[src/rtl/result_tx.sv]
// Buffers result bytes and sends them as a frame (header=count, payload, checksum); one strobe per byte, one-cycle gap after each.
// Latency: header strobe in the cycle after send; producer is held off (res_ready=0) while full or framing; tx waits on tx_ready.
module result_tx #(
   parameter int DEPTH = 16,
   parameter int DW    = 8
) (
   input  logic          clk,
   input  logic          reset,
   input  logic [DW-1:0] res_data,
   input  logic          res_valid,
   output logic          res_ready,
   input  logic          send,
   output logic [DW-1:0] tx_data,
   output logic          tx_enable,
   input  logic          tx_ready,
   output logic          busy,
   output logic          done
);
   localparam int CW = $clog2(DEPTH + 1);
   localparam int PW = $clog2(DEPTH);

   typedef enum logic [2:0] {IDLE, HDR, PAY, CHK, GAP, FIN} state_t;

   state_t        state, state_nxt, last_tx;
   logic [DW-1:0] mem [DEPTH];
   logic [PW-1:0] wr_ptr, rd_ptr;
   logic [CW-1:0] count, remaining;
   logic [DW-1:0] checksum, tx_hold, cur_byte;
   logic          wr_en, strobe;

   function automatic logic [PW-1:0] ptr_inc(input logic [PW-1:0] p);
      return (p == PW'(DEPTH - 1)) ? '0 : p + PW'(1);
   endfunction

   assign res_ready = (state == IDLE) && (count < CW'(DEPTH)) && !send;
   assign wr_en     = res_valid && res_ready;
   assign tx_enable = strobe;
   assign tx_data   = strobe ? cur_byte : tx_hold;
   assign busy      = (state != IDLE);
   assign done      = (state == FIN);

   always_comb begin
      state_nxt = state;
      strobe    = 1'b0;
      cur_byte  = tx_hold;
      case (state)
         IDLE: if (send && count != '0) state_nxt = HDR;
         HDR, PAY, CHK: begin
            if (state == HDR)      cur_byte = DW'(count);
            else if (state == PAY) cur_byte = mem[rd_ptr];
            else                   cur_byte = checksum;
            if (tx_ready) begin
               strobe    = 1'b1;
               state_nxt = GAP;
            end
         end
         // last_tx remembers which byte was just launched so the gap knows where to go
         GAP: begin
            case (last_tx)
               HDR:     state_nxt = PAY;
               PAY:     state_nxt = (remaining != '0) ? PAY : CHK;
               default: state_nxt = FIN;
            endcase
         end
         FIN:     state_nxt = IDLE;
         default: state_nxt = IDLE;
      endcase
   end

   always_ff @(posedge clk or posedge reset) begin
      if (reset) begin
         state     <= IDLE;
         last_tx   <= IDLE;
         count     <= '0;
         wr_ptr    <= '0;
         rd_ptr    <= '0;
         remaining <= '0;
         checksum  <= '0;
         tx_hold   <= '0;
      end else begin
         state <= state_nxt;
         if (wr_en) begin
            wr_ptr <= ptr_inc(wr_ptr);
            count  <= count + CW'(1);
         end
         if (state == IDLE && state_nxt == HDR) begin
            remaining <= count;
            checksum  <= '0;
         end
         if (strobe) begin
            tx_hold <= cur_byte;
            last_tx <= state;
            if (state != CHK) checksum <= checksum + cur_byte;
            if (state == PAY) begin
               rd_ptr    <= ptr_inc(rd_ptr);
               remaining <= remaining - CW'(1);
            end
         end
         if (state == FIN) begin
            count  <= '0;
            wr_ptr <= '0;
            rd_ptr <= '0;
         end
      end
   end

   always_ff @(posedge clk) begin
      if (wr_en) mem[wr_ptr] <= res_data;
   end
endmodule

[config.mk]
export PLATFORM = sky130hd
export DESIGN_NAME = result_tx
export DESIGN_NICKNAME = d
export VERILOG_FILES = /design/src/rtl/result_tx.sv
export SDC_FILE = /design/constraint.sdc
export NUM_CORES = 1
export LEC_CHECK = 0
export CAP_MARGIN = 40
export CORE_UTILIZATION = 40
export CTS_CLUSTER_SIZE = 14
export DETAILED_ROUTE_END_ITERATION = 10
export PLACE_DENSITY_LB_ADDON = 0.12
export SYNTH_ARGS = -nofsm -noshare
export SYNTH_HDL_FRONTEND = slang
export SYNTH_SLANG_ARGS = --single-unit
[constraint.sdc]
create_clock -name clk -period 4.35 [get_ports clk]
set_input_delay 0.435 -clock clk [delete_from_list [all_inputs] [get_ports clk]]
set_output_delay 0.435 -clock clk [all_outputs]
set_load 0.1 [all_outputs]
After elaboration in Yosys (flattened, before gate mapping)
Memories as Yosys holds them, arrays and structs flattened.
Index checks and enable logic that the tools add are counted.
Word-level totals
  bits in registers: 40
  bits in writable memories: 128
  output and inout port bits: 12
  logic and storage cells: 69
  memories: 1
Cells by class
  add/sub/neg operators: 5
  $lt $le $gt $ge: 1
  equal/unequal tests: 11
  mux-type cells: 28
  reduce and logical (&&, ||, !) cells: 15
Memories
  mem: words 16, width 8, rd ports 1, clocked after Yosys merged registers in 0, write ports 1, line 25  | logic [DW-1:0] mem [DEPTH];
Operators by type and width (number)
  $mux 8: 7
  $mux 4: 7
  $mux 5: 5
  $reduce_bool 5->1: 2
  $eq 3x1->1 const B: 3
  $eq 3x2->1 const B: 3
  $pmux 3 s3: 1
  $add 4x1->4 const B: 2
  $add 8x8->8: 1
  $eq 4x4->1 const B: 2
  $eq 3x3->1 const B: 2
  $mux 3: 2
  $pmux 3 s2: 1
  $reduce_bool 2->1: 3
  $add 5x1->5 const B: 1
  $logic_and 1x1->1: 5
  $lt 5x5->1 const B: 1
  $mux 1: 5
  $sub 5x1->5 const B: 1
  $logic_not 3->1: 1
  $ne 3x2->1 const B: 1
  $reduce_bool 3->1: 1
  $reduce_or 3->1: 1
  $reduce_and 2->1: 1
  $logic_not 1->1: 1

Longest topological paths before layout
Gate-level depths: netlist of the first run.
  depth after elaboration: 9
  gate-level depth with buffers: 15
  gate-level depth less buffers: 13

Worst setup path before layout of the first run
Ideal clock, no wire load.
  kind: reg-to-output
  start: register state[2]
  end: output port res_ready
  arrival: 3.572 ns
  data required time: 3.915 ns
  slack: 0.343 ns
  cell stages (with the launch flop): 5
  path buffers: 1
  path through: dfrtp_1 -> clkbuf_1 -> nor3_1 -> inv_1 -> nor3_1
Between the ends
  word-level cells in the longest chain between the ends: 3
RTL lines
  start, declared: line 24  | state_t state, state_nxt, last_tx;
  start signal, assigned: line 81  | state <= state_nxt;
  $logic_not 3->1: line 35  | assign res_ready = (state == IDLE) && (count < CW'(DEPTH)) && !send;
  $logic_and 1x1->1 (2 in a row): line 35
  end, declared: line 11  | output logic res_ready,
Every way passes these cells.

Final worst setup path of the first run
  start: register rd_ptr[0]
  end: register checksum[6]
Between the ends
  word-level cells in the longest chain between the ends: 7
RTL lines
  start, declared: line 26  | logic [PW-1:0] wr_ptr, rd_ptr;
  start signal, assigned: line 95  | rd_ptr <= ptr_inc(rd_ptr);
  $mem_v2 16x8
  $mux 8: line 50  | else if (state == PAY) cur_byte = mem[rd_ptr];
  $mux 8: line 49  | if (state == HDR) cur_byte = DW'(count);
  $mux 8: line 46  | case (state)
  $add 8x8->8: line 93  | if (state != CHK) checksum <= checksum + cur_byte;
  $mux 8: line 93
  $mux 8: line 90  | if (strobe) begin
  end signal, assigned: line 93
  end, declared: line 28  | logic [DW-1:0] checksum, tx_hold, cur_byte;
Every way passes these cells.
A chain may end at the register's enable or synchronous reset.

==> impl_metrics.env, run 1 <==
export IMPL_outcome="complete, no violations"
export IMPL_drive_gt1_frac=0.169
export IMPL_finalCritPeriodShare=0.869
export IMPL_wirelength_um=17600
export IMPL_initial_utilization=0.409
export IMPL_grt_max_degree=41
export IMPL_maxSlewHeadroom=0.492
export IMPL_ant_nets=0
export IMPL_cts_root_buf="clkbuf_16"
export IMPL_multi_input_area_um2=2610
export IMPL_via_count=4457
export IMPL_vias_per_cell=5.59
export IMPL_finalNetCount=581
export IMPL_post_cts_buffers=0
export IMPL_grt_pass1_vias=4701
export IMPL_synth_edf_count=128
export IMPL_path_clk_slew_ns=0.07
export IMPL_antenna_found_initial=0
export IMPL_layout_commonest_cell="edfxtp_1"
export IMPL_power_mw=5.86
export IMPL_rr_worst_depth=12
export IMPL_fillers=1622
export IMPL_setup_worst_path_start="rd_ptr[0]$_DFFE_PP0P_"
export IMPL_cp_end_kind="flip-flop"
export IMPL_required_ns=4.67
export IMPL_core_area_um2=18700
export IMPL_peakVddDrop_mv=0.303
export IMPL_row_count=50
export IMPL_max_freq_ghz=0.265
export IMPL_clock_path_buffers=2
export IMPL_dieArea_um2=19700
export IMPL_syn_area_um2=7650
export IMPL_rr_startpoint="rd_ptr[0]$_DFFE_PP0P_"
export IMPL_die_h_um=140
export IMPL_leakage_nw=3.11
export IMPL_ys_warnings_count=0
export IMPL_synth_net_count=548
export IMPL_cap_violations=0
export IMPL_tightest_slew_ns=0.761
export IMPL_overflow=0
export IMPL_grt_use_total=0.195
export IMPL_cts_sinks=168
export IMPL_cts_htree_levels=4
export IMPL_yosysSeqAreaShare=0.634
export IMPL_cts_resized=0
export IMPL_ys_ff_latch=168
export IMPL_cts_buffers=17
export IMPL_dp_hpwl_um=11700
export IMPL_hold_violations=0
export IMPL_power_density_nw_per_um2=670
export IMPL_cts_tree="built"
export IMPL_ioPinCount=25
export IMPL_avgRoutedWirePerCell_um=22.0
export IMPL_synth_ff_type="edfxtp_1"
export IMPL_cp_max_fo=16
export IMPL_port_buffers=24
export IMPL_drtPass1Iterations=4
export IMPL_drt_iter0_markers=292
export IMPL_endpoint="checksum[6]$_DFF_PP0_"
export IMPL_min_period_ns=3.78
export IMPL_rrSetupSlack_ns=0.57
export IMPL_hold_class="input port to async pin"
export IMPL_die_w_um=140
export IMPL_hold_buffers=0
export IMPL_grt_pass1_wl_um=27600
export IMPL_syn_to_final_growth_pct=14.4
export IMPL_cp_start_kind="flip-flop"
export IMPL_rsz0062_at_grt="no"
export IMPL_path_class="flip-flop to flip-flop"
export IMPL_async_reset_ff_frac=0.238
export IMPL_r2r_end="checksum[6]$_DFF_PP0_"
export IMPL_setup_viol=0
export IMPL_yosys_cell_types_count=59
export IMPL_most_common_layout_cells="edfxtp_1, dfrtp_1, nand2_1, nor2_1, buf_4"
export IMPL_synthCells=517
export IMPL_diodes=0
export IMPL_avgSynthCellArea_um2=14.8
export IMPL_gp_congestion=0.815
export IMPL_route_detailed_drc=0
export IMPL_fin_worst_skew_ns=0.00864
export IMPL_worst_ep_arrival_time_ns=4.10
export IMPL_finalSetupTns_ns=0
export IMPL_maxSlewViolCount=0
export IMPL_clk_latency_ns=0.42
export IMPL_regArea_um2=4850
through the flow:
stage / instance area [um^2] / hold slack [ns] / util / cells / setup slack (ns)
detailed placement: 8170 / 0.470 / 0.437 / 765 / 0.568
global route: 8750 / 0.484 / 0.468 / 797 / 0.278
floorplan: 7650 / 0.488 / - / 517 / 0.343
CTS: 8750 / 0.452 / 0.468 / 797 / 0.550
global placement: 8150 / 0.466 / 0.436 / 764 / 0.628
finish: 8750 / 0.457 / 0.468 / 797 / 0.571
sequential cells by signal, summed over array words and instances (netlist names):
signal,count
last_tx,3
wr_ptr,4
state,3
count,5
remaining,5
mem,128
rd_ptr,4
checksum,8
tx_hold,8
logic make-up (layout without fill, tap and decap cells):
group                    count (synthesis)  count (layout)  share of synthesized area
AND/OR/NAND/NOR                        138             138                     0.0888
multiplexers                            46              46                      0.128
buffers and inverters                   46              92                     0.0267
XOR/XNOR                                 9               9                     0.0103
adder cells (fa/ha/maj)                 18              18                     0.0304
flip-flops                             168             168                      0.634
AO/OA/AOI/OAI                           92              92                     0.0818
power by group:
group | leakage, nW | total, mW | switching (mW) | internal [mW]
Clock | 0.283 | 1.49 | 0.673 | 0.813
Sequential | 1.66 | 2.13 | 0.228 | 1.90
Combinational | 1.17 | 2.25 | 1.41 | 0.836
Total | 3.11 | 5.86 | 2.31 | 3.55
how the worst min path moves through the flow:
stage,start,slack [ns],to,cells after the start
2_1_floorplan,last_tx[2]$_DFFE_PP0P_,0.49,last_tx[2]$_DFFE_PP0P_,1
3_3_place_gp,tx_hold[7]$_DFF_PP0_,0.47,tx_hold[7]$_DFF_PP0_,1
3_5_place_dp,tx_hold[7]$_DFF_PP0_,0.47,tx_hold[7]$_DFF_PP0_,1
4_1_cts,reset,0.45,last_tx[2]$_DFFE_PP0P_,3
5_1_grt,reset,0.48,remaining[1]$_DFF_PP0_,3
6_report,reset,0.46,last_tx[2]$_DFFE_PP0P_,3
cell type report:
cell class | count | area share
Multi-Input combinational cell | 303 | 0.298
Timing Repair Buffer | 42 | 0.0406
Tap cell | 234 | 0.0335
Inverter | 18 | 0.00772
Sequential cell | 168 | 0.554
Clock buffer | 17 | 0.0486
Clock inverter | 15 | 0.0182
Yosys cell counts (4+ instances only):
cell	n	area share
edfxtp_1	128	0.50
nor2_1	35	0.017
mux2i_1	7	0.0092
nor2b_1	12	0.0098
mux4_1	12	0.041
nand3_1	14	0.0092
dfrtp_1	40	0.13
o211ai_1	10	0.0098
nand2_1	37	0.018
a22oi_1	7	0.0069
ha_1	17	0.028
xor2_1	8	0.0092
buf_1	5	0.0025
nand2b_1	4	0.0033
o21ai_0	13	0.0085
a32oi_1	4	0.0046
clkbuf_1	17	0.0083
and2_1	7	0.0057
a21oi_1	27	0.018
o21ai_1	4	0.0026
and3_1	7	0.0057
nor3_1	7	0.0046
inv_1	18	0.0088
mux4_2	25	0.074
worst max-delay path, stage by stage, from the launching register on:
cell and delay, ns:
dfrtp_2 0.72, buf_4 0.29, mux4_1 0.56, mux4_2 0.48, nand2_1 0.09, o211ai_1 0.10
ha_1 0.32, nor2b_1 0.14, o21ai_0 0.21, a21boi_0 0.17, o21a_1 0.21, o21a_1 0.17
o31ai_1 0.22
layer usage:
layer  routed length [um]  track usage
met1                 7620        0.253
met2                 9010        0.325
met3                  715       0.0424
met4                  213       0.0648
met5                    0            0
Note: power is estimated with default switching activity, not from simulation.
==> inputs of run 2 (changes only) <==
--- a/config.mk
+++ b/config.mk
@@ -6,10 +6,9 @@
 export NUM_CORES = 1
 export LEC_CHECK = 0
 export CAP_MARGIN = 40
-export CORE_UTILIZATION = 40
+export CORE_UTILIZATION = 45
 export CTS_CLUSTER_SIZE = 14
 export DETAILED_ROUTE_END_ITERATION = 10
-export PLACE_DENSITY_LB_ADDON = 0.12
 export SYNTH_ARGS = -nofsm -noshare
 export SYNTH_HDL_FRONTEND = slang
 export SYNTH_SLANG_ARGS = --single-unit
==> run 2 against run 1 <==
  * Via count up 2.2%
  * First-iteration DRC count up 28%
  * Hold slack worse by 0.11 ns
  * Flip-flop and latch count unchanged
  * Maximum frequency down 0.64%
  * Wire length down 5.3%
  * Die area down 11%
  * Final cell count down 1.6%
  * Clock skew about the same
  * Largest cell class unchanged
  * Highest routed layer unchanged
==> impl_metrics.env, run 2 (synthesized netlist as in run 1, its figures left out) <==
export IMPL_path_clk_slew_ns=0.07
export IMPL_syn_to_final_growth_pct=14.1
export IMPL_fin_util=0.526
export IMPL_cts_htree_levels=4
export IMPL_grt_pass1_vias=4410
export IMPL_met2_wirelength_um=8230
export IMPL_vias_per_cell=5.81
export IMPL_peakVddDrop_mv=0.443
export IMPL_leakage_nw=3.12
export IMPL_power_density_nw_per_um2=658
export IMPL_grt_max_degree=24
export IMPL_die_h_um=132
export IMPL_finalNetCount=583
export IMPL_grt_pass1_wl_um=26000
export IMPL_internal_power_mw=3.49
export IMPL_layout_commonest_cell="edfxtp_1"
export IMPL_fin_worst_skew_ns=0.00838
export IMPL_antenna_found_initial=0
export IMPL_most_common_layout_cells="edfxtp_1, dfrtp_1, nand2_1, nor2_1, buf_4"
export IMPL_highest_layer="met4"
export IMPL_port_buffers=24
export IMPL_core_area_um2=16600
export IMPL_cp_start_kind="flip-flop"
export IMPL_maxSlewHeadroom=0.448
export IMPL_cp_end_kind="flip-flop"
export IMPL_hold_class="input port to async pin"
export IMPL_hold_buffers=0
export IMPL_rsz0062_at_grt="no"
export IMPL_cts_buffers=17
export IMPL_worst_ep_arrival_time_ns=4.11
export IMPL_max_freq_ghz=0.263
export IMPL_die_w_um=132
export IMPL_cts_resized=0
export IMPL_route_met3_wl_um=783
export IMPL_cts_root_buf="clkbuf_16"
export IMPL_required_ns=4.66
export IMPL_finalSetupTns_ns=0
export IMPL_finalCritPeriodShare=0.874
export IMPL_maxSlewViolCount=0
export IMPL_tightest_slew_ns=0.828
export IMPL_drtPass1Iterations=5
export IMPL_route_detailed_drc=0
export IMPL_rr_worst_depth=11
export IMPL_fin_area_um2=8720
export IMPL_drt_iter0_markers=373
export IMPL_finalNonFillerCells=784
export IMPL_seqPwrFrac=0.374
export IMPL_placed_area_um2=8180
export IMPL_drive_gt1_frac=0.170
export IMPL_setup_viol=0
export IMPL_wirelength_um=16600
export IMPL_dp_hpwl_um=11300
export IMPL_p_sw_mw=2.25
export IMPL_p_comb_frac=0.384
export IMPL_diodes=0
export IMPL_post_cts_buffers=0
export IMPL_place_inst=753
export IMPL_dieArea_um2=17500
export IMPL_clock_path_buffers=2
export IMPL_cts_sinks=168
export IMPL_ant_nets=0
export IMPL_path_class="flip-flop to flip-flop"
export IMPL_cts_tree="built"
export IMPL_largest_register="mem"
export IMPL_min_period_ns=3.80
export IMPL_initial_utilization=0.461
export IMPL_p_sw_frac=0.393
export IMPL_avgRoutedWirePerCell_um=21.2
export IMPL_clockPowerShare=0.242
export IMPL_reg_largest_list="mem: 128 flops, checksum: 8 flops, tx_hold: 8 flops"
export IMPL_grt_use_total=0.203
export IMPL_gp_congestion=0.908
export IMPL_cap_violations=0
export IMPL_row_count=47
export IMPL_cp_max_fo=23
export IMPL_overflow=0
export IMPL_ioPinCount=25
export IMPL_clk_latency_ns=0.42
export IMPL_hold_violations=0
export IMPL_via_count=4554
export IMPL_largest_reg_flops=128
export IMPL_met1Wirelength_um=7430
export IMPL_outcome="complete, no violations"
run 2: path summary, 6_finish.rpt:
| check | from | to | slack, ns |
|---|---|---|---|
| max in group asynchronous | reset | rd_ptr[0]$_DFFE_PP0P_ | 3.32 |
| hold reg to reg | tx_hold[7]$_DFF_PP0_ | tx_hold[7]$_DFF_PP0_ | 0.49 |
| setup reg to reg | rd_ptr[0]$_DFFE_PP0P_ | checksum[7]$_DFF_PP0_ | 0.55 |
| hold / removal | reset | checksum[2]$_DFF_PP0_ | 0.35 |
| setup / recovery | rd_ptr[0]$_DFFE_PP0P_ | checksum[7]$_DFF_PP0_ | 0.55 |
| min in group clk | tx_hold[7]$_DFF_PP0_ | tx_hold[7]$_DFF_PP0_ | 0.49 |
run 2: area by class of cell:
type	count	area (um^2)
Fill cell	1370	7860
Sequential cell	168	4850
Multi-Input combinational cell	303	2610
Clock buffer	17	425
Timing Repair Buffer	44	390
Tap cell	220	275
Clock inverter	14	114
Inverter	18	67.6
run 2: stage by stage:
step                      hold WS (ns)  worst slack [ns]  total power, mW
final                            0.351             0.546             5.74
after floorplan                  0.488             0.343             3.83
after detailed placement         0.482             0.561             4.38
after global routing             0.373             0.220             6.03
after global placement           0.476             0.626             4.31
after CTS                        0.352             0.494             5.77
run 2: layer usage:
metal,global-route usage,vias up
li1,-,2078
met1,0.278,2312
met2,0.326,149
met3,0.0454,15
met4,0.0594,0
met5,0,-
run 2: worst max-delay path, stage by stage, from the launching register on:
cell      delay, ns
dfrtp_2        0.80
mux4_1         0.64
mux4_2         0.52
a211oi_2       0.29
inv_1          0.08
ha_1           0.28
a21oi_1        0.16
nor2b_1        0.08
o31a_1         0.25
o41ai_1        0.35
nand3b_1       0.12
o31a_1         0.12
run 2: power groups by stage:
stage / sequential (mW) / combinational [mW] / clock, mW
2_1_floorplan: 2.03 / 1.80 / 0
3_3_place_gp: 2.17 / 2.14 / 0
3_5_place_dp: 2.18 / 2.20 / 0
4_1_cts: 2.15 / 2.21 / 1.41
5_1_grt: 2.18 / 2.37 / 1.48
6_report: 2.15 / 2.20 / 1.39
